===== src/rtl/spi_mc_pkg.sv =====
// Shared constants for the multi-chip-select SPI master: state encoding,
// divider width default and legal frame-width range.
package spi_mc_pkg;

    localparam logic [1:0] ST_IDLE  = 2'd0;
    localparam logic [1:0] ST_LEAD  = 2'd1;
    localparam logic [1:0] ST_XFER  = 2'd2;
    localparam logic [1:0] ST_TRAIL = 2'd3;

    localparam int DIV_W_DEFAULT = 8;
    localparam int DATA_W_MIN    = 4;
    localparam int DATA_W_MAX    = 32;

    function automatic int cs_width(input int n);
        return (n > 1) ? $clog2(n) : 1;
    endfunction

endpackage


===== src/rtl/spi_clk_gen.sv =====
// sclk divider: half-period of div+1 clk cycles while en is high, with
// one-cycle strobes on the cycle that produces each leading/trailing edge.
module spi_clk_gen
    import spi_mc_pkg::*;
#(
    parameter int DIV_W = DIV_W_DEFAULT
) (
    input  logic             clk,
    input  logic             rst,
    input  logic             en,
    input  logic [DIV_W-1:0] div,
    input  logic             cpol,
    output logic             sclk,
    output logic             lead_edge,
    output logic             trail_edge
);

    logic [DIV_W-1:0] div_cnt;
    logic             ph;     // 1 = sclk currently away from its idle level
    logic             tick;

    assign tick = en && (div_cnt == div);

    always_ff @(posedge clk or posedge rst) begin
        if (rst) begin
            div_cnt <= '0;
            ph      <= 1'b0;
        end else if (!en) begin
            div_cnt <= '0;
            ph      <= 1'b0;
        end else if (tick) begin
            div_cnt <= '0;
            ph      <= ~ph;
        end else begin
            div_cnt <= div_cnt + 1'b1;
        end
    end

    assign sclk       = cpol ^ ph;
    assign lead_edge  = tick & ~ph;
    assign trail_edge = tick & ph;

endmodule


===== src/rtl/spi_master_mc.sv =====
// SPI master with NUM_CS one-hot chip selects, runtime mode/bit order/divider
// and lead/trail gaps. Optional internal loopback: SPI_MASTER_MC_LOOPBACK_EN.
module spi_master_mc
    import spi_mc_pkg::*;
#(
    parameter int DATA_W = 12,
    parameter int NUM_CS = 4,
    parameter int DIV_W  = DIV_W_DEFAULT,
    localparam int CS_W  = cs_width(NUM_CS)
) (
    input  logic              clk,
    input  logic              rst,
    input  logic              start,
    input  logic [DATA_W-1:0] din,
    input  logic [CS_W-1:0]   cs_sel,
    input  logic              cpol,
    input  logic              cpha,
    input  logic              lsb_first,
    input  logic [DIV_W-1:0]  clk_div,
    input  logic [7:0]        wait_duration,
    input  logic              miso,
`ifdef SPI_MASTER_MC_LOOPBACK_EN
    input  logic              loopback,
`endif
    output logic              sclk,
    output logic              mosi,
    output logic [NUM_CS-1:0] cs_n,
    output logic [DATA_W-1:0] dout,
    output logic              busy,
    output logic              done
);

    localparam int EDGE_W = $clog2(2 * DATA_W);

    logic [1:0]        state;
    logic [DATA_W-1:0] tx_sr, rx_sr;
    logic [CS_W-1:0]   sel_q;
    logic              cpol_q, cpha_q, lsb_q;
    logic [DIV_W-1:0]  div_q;
    logic [7:0]        wait_q, wcnt;
    logic [EDGE_W-1:0] edge_cnt;
    logic              lead_edge, trail_edge, last_edge;
    logic              mosi_int, rx_bit, do_sample, do_shift;

    spi_clk_gen #(.DIV_W(DIV_W)) u_clk_gen (
        .clk        (clk),
        .rst        (rst),
        .en         (state == ST_XFER),
        .div        (div_q),
        .cpol       (cpol_q),
        .sclk       (sclk),
        .lead_edge  (lead_edge),
        .trail_edge (trail_edge)
    );

    assign busy      = (state != ST_IDLE);
    assign mosi_int  = lsb_q ? tx_sr[0] : tx_sr[DATA_W-1];
    assign mosi      = (state == ST_XFER) & mosi_int;
    assign last_edge = (edge_cnt == EDGE_W'(2 * DATA_W - 1));

`ifdef SPI_MASTER_MC_LOOPBACK_EN
    assign rx_bit = loopback ? mosi_int : miso;
`else
    assign rx_bit = miso;
`endif

    // cpha=1: the first leading edge only launches the bit already on mosi.
    assign do_sample = cpha_q ? trail_edge : lead_edge;
    assign do_shift  = cpha_q ? (lead_edge && edge_cnt != '0)
                              : (trail_edge && !last_edge);

    always_comb begin
        cs_n = '1;
        for (int i = 0; i < NUM_CS; i++)
            if (busy && sel_q == CS_W'(i)) cs_n[i] = 1'b0;
    end

    always_ff @(posedge clk or posedge rst) begin
        if (rst) begin
            state    <= ST_IDLE;
            tx_sr    <= '0;
            rx_sr    <= '0;
            sel_q    <= '0;
            cpol_q   <= 1'b0;
            cpha_q   <= 1'b0;
            lsb_q    <= 1'b0;
            div_q    <= '0;
            wait_q   <= '0;
            wcnt     <= '0;
            edge_cnt <= '0;
            dout     <= '0;
            done     <= 1'b0;
        end else begin
            done <= 1'b0;
            case (state)
                ST_IDLE: if (start) begin
                    tx_sr    <= din;
                    rx_sr    <= '0;
                    sel_q    <= cs_sel;
                    cpol_q   <= cpol;
                    cpha_q   <= cpha;
                    lsb_q    <= lsb_first;
                    div_q    <= clk_div;
                    wait_q   <= wait_duration;
                    wcnt     <= '0;
                    edge_cnt <= '0;
                    state    <= ST_LEAD;
                end
                ST_LEAD: begin
                    if (wcnt == wait_q) begin
                        wcnt  <= '0;
                        state <= ST_XFER;
                    end else begin
                        wcnt <= wcnt + 1'b1;
                    end
                end
                ST_XFER: begin
                    if (lead_edge || trail_edge) edge_cnt <= edge_cnt + 1'b1;
                    if (do_sample)
                        rx_sr <= lsb_q ? {rx_bit, rx_sr[DATA_W-1:1]}
                                       : {rx_sr[DATA_W-2:0], rx_bit};
                    if (do_shift)
                        tx_sr <= lsb_q ? (tx_sr >> 1) : (tx_sr << 1);
                    if ((lead_edge || trail_edge) && last_edge) begin
                        wcnt  <= '0;
                        state <= ST_TRAIL;
                    end
                end
                ST_TRAIL: begin
                    if (wcnt == wait_q) begin
                        state <= ST_IDLE;
                        done  <= 1'b1;
                        dout  <= rx_sr;
                    end else begin
                        wcnt <= wcnt + 1'b1;
                    end
                end
                default: state <= ST_IDLE;
            endcase
        end
    end

endmodule


===== config.mk =====
export PLATFORM = sky130hd
export DESIGN_NAME = spi_master_mc
export DESIGN_NICKNAME = d
export VERILOG_FILES = /design/src/rtl/spi_mc_pkg.sv /design/src/rtl/spi_clk_gen.sv /design/src/rtl/spi_master_mc.sv
export SDC_FILE = /design/constraint.sdc
export NUM_CORES = 1
export LEC_CHECK = 0
export BUFFER_PORTS_ARGS = -buffer_cell sky130_fd_sc_hd__buf_2
export CAP_MARGIN = 20
export CORE_MARGIN = 8
export CORE_UTILIZATION = 30
export DETAILED_ROUTE_END_ITERATION = 7
export GPL_TIMING_DRIVEN = 0
export PLACE_DENSITY = 0.54
export SLEW_MARGIN = 20
export SYNTH_ARGS = -nofsm -noshare
export SYNTH_HDL_FRONTEND = slang
export SYNTH_SLANG_ARGS = --single-unit

===== constraint.sdc =====
create_clock -name clk -period 2.5 [get_ports clk]
set_input_delay 0.25 -clock clk [delete_from_list [all_inputs] [get_ports clk]]
set_output_delay 0.25 -clock clk [all_outputs]
set_load 0.005 [all_outputs]

==> flow_metrics.tcl, run 1 <==
set metrics [dict create \
    rrSetupSlack_ns 0.25 \
    required_ns 2.25 \
    path_cells "inv_1 -> ha_2 -> clkbuf_2 -> clkbuf_2 -> nor2b_1 -> buf_2" \
    cp_common_cell "clkbuf_2" \
    synth_top_family_by_area "multiplexers" \
    wirelength_mm 9.81 \
    fin_nets 480 \
    cp-end-kind "output pin" \
    grt_pass1_vias 3088 \
    clock_sinks 82 \
    die_y_um 136 \
    drv_cap 0 \
    worstSetupEndpoint "mosi" \
    final_cell_count_no_fill 623 \
    rsz0062_at_grt "no" \
    synthesis.nets 412 \
    critPathKind "reg -> out" \
    crit_path_max_fanout 10 \
    layout-drive-gt1-share_pct 29.2 \
    worstSetupStartpoint "state[0]" \
    maxSlewHeadroom_pct 48.9 \
    finalHoldViolCount 0 \
    fp.coreArea_mm2 0.0143 \
    synthMuxAreaShare_pct 19.6 \
    htree_levels 3 \
    synth_compound_area_share_pct 10.2 \
    critPathLaunchType "register" \
    port_buffers 56 \
    tns_ns 0 \
    cts_made_buffers 9 \
    dp.cells 607 \
    netlist_instances 366 \
    min_path_type "in -> reg" \
    grt_max_degree 53 \
    rows 44 \
    route.detailed.drc 0 \
    drtIter0Drc 164 \
    fillCellCount 1450 \
    gr-total-overflow 0 \
    most-common-layout-cells "dfrtp_1 (82), buf_2 (63), mux2i_1 (29)" \
    die_x_um 136 \
    postSynth.asyncResetShare_pct 100 \
    crit_slowest_cell "dfrtp_1" \
    drt_pass1_iterations 4 \
    finalMaxSlewViolations 0 \
    synth_seq_cells 82 \
    dr_total_vias 3039 \
    area_delta_synth_final_pct 20.2 \
    final_common_cell "dfrtp_1" \
    synth_edf_count 0 \
    finalCritPeriodShare_pct 91.9 \
    clk_latency_ns 0.34 \
    fin_crit_ns 2.30 \
    drt-wirelength-per-cell_um 15.7 \
    synth_fa_ha_area_share_pct 2.61 \
    clockBufferDepth 2 \
    worstReg2RegEnd "wcnt[3]" \
    ff_latch_area_mm2 0.00205 \
    synth_xor_area_share_pct 5.25 \
    yosysUniqueCellTypes 53 \
    setup_viol 0 \
    holdWs_ns 0.139 \
    postCtsSetupBuffers 0 \
    yosysWarnings 0 \
    routabilityCongestion 0.779 \
    ff2ff_path_depth 9 \
    synth_top_flop_cell "dfrtp_1" \
    cts.clk_slew.worst_paths_ns 0.06 \
    track_usage_pct 11.1 \
    pwr_density_cell_mw_per_mm2 1110 \
    antenna_found_initial 0 \
    cts_tree "built" \
    antenna_violating_nets_post_route 0 \
    arrival_ns 2.05 \
    place_hpwl_mm 7.05 \
    avgSynthCellArea_um2 11.8 \
    cpPeakStageDelay_ns 0.40 \
    synth_area_mm2 0.00431 \
    ioPinCount 57 \
    tightest_slew_ns 0.766 \
    die_area_mm2 0.0185 \
    grt_pass1_wl_mm 16.1 \
    max_freq_mhz 435 \
    seq_area_frac_synth_pct 47.6 \
    antenna_cells 0 \
    final_core_util_pct 36.2 \
    p_leak_nw 2.32 \
    r2r-start "state[1]" \
    vias_per_cell 4.88 \
    clockRootBuffer "clkbuf_16" \
    status "finished clean" \
    synth-simple-area-share_pct 11.3 \
    skew_ns 0.0100 \
    ir_drop_uv 399 \
    initial_core_util_pct 30.1 \
    multi_input_area_mm2 0.00212 \
]
==> power by group <==
part | total (W) | switching (W) | internal (W)
registers | 0.00198 | 0.000293 | 0.00169
clock network | 0.00141 | 0.000541 | 0.000872
logic | 0.00238 | 0.00125 | 0.00113
total | 0.00578 | 0.00208 | 0.00369
==> critical path: cells and delay by family (launching register included) <==
| kind | cells | cell delay [ns] |
|---|---|---|
| adders and majority gates | 1 | 0.32 |
| buffers and inverters | 4 | 0.82 |
| DFF | 1 | 0.40 |
| and+or+nand+nor | 1 | 0.17 |
==> synth_stat cells (8+ instances only) <==
cell	n	area, µm²
mux2_4	10	150
nand3_1	12	60.1
clkbuf_1	10	37.5
mux2i_1	29	290
o41ai_1	8	70.1
nor2_1	23	86.3
inv_1	12	45.0
ha_1	9	113
mux2_1	15	169
a21oi_1	14	70.1
xor2_1	8	70.1
mux2_2	21	236
xnor2_1	16	140
dfrtp_1	82	2050
o2bb2ai_1	12	105
==> registers in the layout, summed over array words and instances (netlist names) <==
| name | count |
|---|---|
| edge_cnt | 5 |
| sel_q | 2 |
| dout | 12 |
| lsb_q | 1 |
| state | 2 |
| wait_q | 8 |
| done | 1 |
| u_clk_gen.div_cnt | 8 |
| div_q | 8 |
| tx_sr | 12 |
| u_clk_gen.ph | 1 |
| cpol_q | 1 |
| wcnt | 8 |
| rx_sr | 12 |
| cpha_q | 1 |
==> cells by family after synthesis <==
logic type      Yosys count
compound gates           61
xor+xnor                 25
fa+ha+maj                 9
buf+inv                  33
flops                    82
mux                      75
simple gates             81
==> routing by layer <==
layer | track usage (%) | vias to the layer above | share of wire, %
met5 | 0 | - | 0
met4 | 4.88 | 0 | 1.5
met3 | 3.62 | 9 | 4.5
met2 | 17.3 | 46 | 48
met1 | 13.8 | 1505 | 46
li1 | - | 1479 | -
==> how the worst min path moves through the flow <==
stage | startpoint | to | slack [ns] | depth (start not counted)
2_1_floorplan | wait_duration[5] | wait_q[5] | 0.40 | 1
3_3_place_gp | dout[4] | dout[4] | 0.47 | 1
3_5_place_dp | rst | tx_sr[3] | 0.30 | 2
4_1_cts | wait_duration[3] | wait_q[3] | 0.12 | 2
5_1_grt | cs_sel[0] | sel_q[0] | 0.13 | 2
6_report | wait_duration[3] | wait_q[3] | 0.14 | 2
==> per-stage QoR <==
step           setup WS (ns)  instance area, µm²  power [W]
6_report               0.203                5180    0.00578
5_1_grt               0.0489                5180    0.00618
3_3_place_gp           -1.02                4820    0.00433
3_5_place_dp         0.00234                4850    0.00439
2_1_floorplan          0.142                4310    0.00379
4_1_cts               0.0490                5180    0.00586
==> area by class of cell <==
cell class,count,share of cell area (%)
multi-input combinational,251,40.8
tap,184,4.44
timing repair buffer,58,6.13
buffer,19,1.91
clock buffer,9,4.34
clock inverter,7,1.81
sequential,82,39.6
inverter,13,0.989
==> what timing repair did <==
action	CTS	global route
gates resized for setup	2	1
gates cloned	0	0
hold buffers	1	0
hold endpoints to repair	30	0
endpoints found under the setup margin	1	1
No activity file was read; power rests on OpenSTA's default activity.
==> run 2, diff against run 1 <==
CORE_MARGIN = 5   (was 8)
CTS_BUF_LIST = sky130_fd_sc_hd__clkbuf_4   (was not set)
==> flow_metrics.tcl, run 2 (synthesized netlist as in run 1, its figures left out) <==
set metrics [dict create \
    status "finished clean" \
    routabilityCongestion 0.807 \
    critPathLaunchType "register" \
    reg.largest.list "dout (12), rx_sr (12), tx_sr (12)" \
    rsz0062_at_grt "no" \
    drt_pass1_iterations 4 \
    vias_per_cell 4.87 \
    finalCritPeriodShare_pct 92.6 \
    final_cell_count_no_fill 639 \
    drt-wirelength-per-cell_um 15.4 \
    die_area_mm2 0.0169 \
    power.share.switching_pct 40.2 \
    fin_nets 499 \
    hold_end "wait_q[5]" \
    grt_pass1_vias 3252 \
    port_buffers 56 \
    skew_ns 0.0178 \
    cts.clk_slew.worst_paths_ns 0.14 \
    p_clk_share_pct 13.9 \
    hold_start "wait_duration[5]" \
    die_x_um 130 \
    worstReg2RegEnd "dout[6]" \
    r2r-start "state[1]" \
    final_common_cell "dfrtp_1" \
    setup_ws_ns 0.185 \
    clockRootBuffer "clkbuf_4" \
    finalHoldViolCount 0 \
    cts_tree "built" \
    area_delta_synth_final_pct 20.5 \
    min_delay_path_depth 2 \
    rows 43 \
    initial_core_util_pct 30.8 \
    ir_drop_uv 230 \
    min_path_type "in -> reg" \
    finalMaxSlewViolations 0 \
    fin_crit_ns 2.32 \
    clockBufferDepth 2 \
    max_freq_mhz 432 \
    antenna_found_initial 1 \
    p_leak_nw 2.32 \
    layout-drive-gt1-share_pct 28.2 \
    final_core_util_pct 37.2 \
    rrSetupSlack_ns 0.18 \
    setup_viol 0 \
    drtIter0Drc 164 \
    die_y_um 130 \
    cp-end-kind "register" \
    arrival_ns 2.68 \
    clock_sinks 82 \
    wirelength_mm 9.86 \
    cts_made_buffers 9 \
    fillCellCount 1404 \
    clk_latency_ns 0.46 \
    htree_levels 3 \
    grt_max_degree 50 \
    track_usage_pct 12.5 \
    most-common-layout-cells "dfrtp_1 (82), buf_2 (63), mux2i_1 (29)" \
    crit_path_max_fanout 10 \
    route.detailed.drc 0 \
    dp.cells 603 \
    ff2ff_path_depth 6 \
    ioPinCount 57 \
    place_ws_ns -0.0341 \
    grt_pass1_wl_mm 16.6 \
    drv_cap 0 \
    tightest_slew_ns 0.803 \
    critPathKind "reg -> reg" \
    gr-total-overflow 0 \
    place_hpwl_mm 6.99 \
    power.switching_w 0.00205 \
    intPower_w 0.00306 \
    combPwrFrac_pct 47.3 \
    dr_total_vias 3115 \
    antenna_violating_nets_post_route 0 \
    maxSlewHeadroom_pct 46.5 \
    fp.coreArea_mm2 0.0140 \
    power.share.sequential_pct 38.8 \
    required_ns 2.86 \
    pwr_density_cell_mw_per_mm2 984 \
]
## run 2: worst max path at each step
stage              from   endpoint  slack (ns)  depth (start not counted)
6_report       state[1]    dout[6]        0.18                          6
5_1_grt        state[1]   tx_sr[1]       0.006                          8
4_1_cts        state[0]       mosi        0.09                          6
3_5_place_dp   state[0]       mosi       -0.03                          7
3_3_place_gp        rst  wait_q[1]       -1.04                          2
2_1_floorplan       rst     cpha_q        0.14                          1
## run 2: stage by stage
step                      hold WS, ns  setup TNS (ns)  instance area [µm²]  power [W]
final                          0.0477               0                 5200    0.00512
after global routing           0.0135               0                 5200    0.00554
after CTS                      0.0103               0                 5200    0.00520
after detailed placement        0.306         -0.0341                 4850    0.00440
after global placement          0.467          -85.22                 4820    0.00433
after floorplan                 0.400               0                 4310    0.00379
## run 2: power by group through the flow
stage | clock network, W | logic [W] | registers, W
2_1_floorplan | 0 | 0.00187 | 0.00192
3_3_place_gp | 0 | 0.00234 | 0.00200
3_5_place_dp | 0 | 0.00239 | 0.00201
4_1_cts | 0.000765 | 0.00245 | 0.00199
5_1_grt | 0.000814 | 0.00268 | 0.00204
6_report | 0.000709 | 0.00242 | 0.00199
## run 2: cell type report
type	instances	area, µm²	share of cell area [%]
clock buffers	9	67.6	1.30
flip-flops and latches	82	2050	39.5
inverters	13	51.3	0.987
repair buffers	78	518	9.97
well taps	180	225	4.33
clock inverters	7	56.3	1.08
plain buffers	18	98.8	1.90
multi-input cells	251	2130	40.9
diodes	1	2.50	0.0481
## run 2: repair_timing
item                                    CTS  global route
hold buffers                             21             0
gates resized for setup                   5             4
endpoints found under the setup margin    1            12
setup buffers                             0             0
hold endpoints to repair                 53             0
## run 2: routing by layer
layer	global-route usage [%]	share of wire, %	vias up
met5	0	0	-
met4	4.89	1.8	0
met3	3.19	3.6	10
met2	19.9	47	43
met1	16.5	47	1550
li1	-	-	1512
## run 2: critical path, cell delays in order (launching register included)
cell      delay, ns
dfrtp_1        0.45
ha_1           0.18
clkbuf_2       0.23
clkinv_1       0.19
nor3_4         0.58
buf_6          0.25
mux2_1         0.33
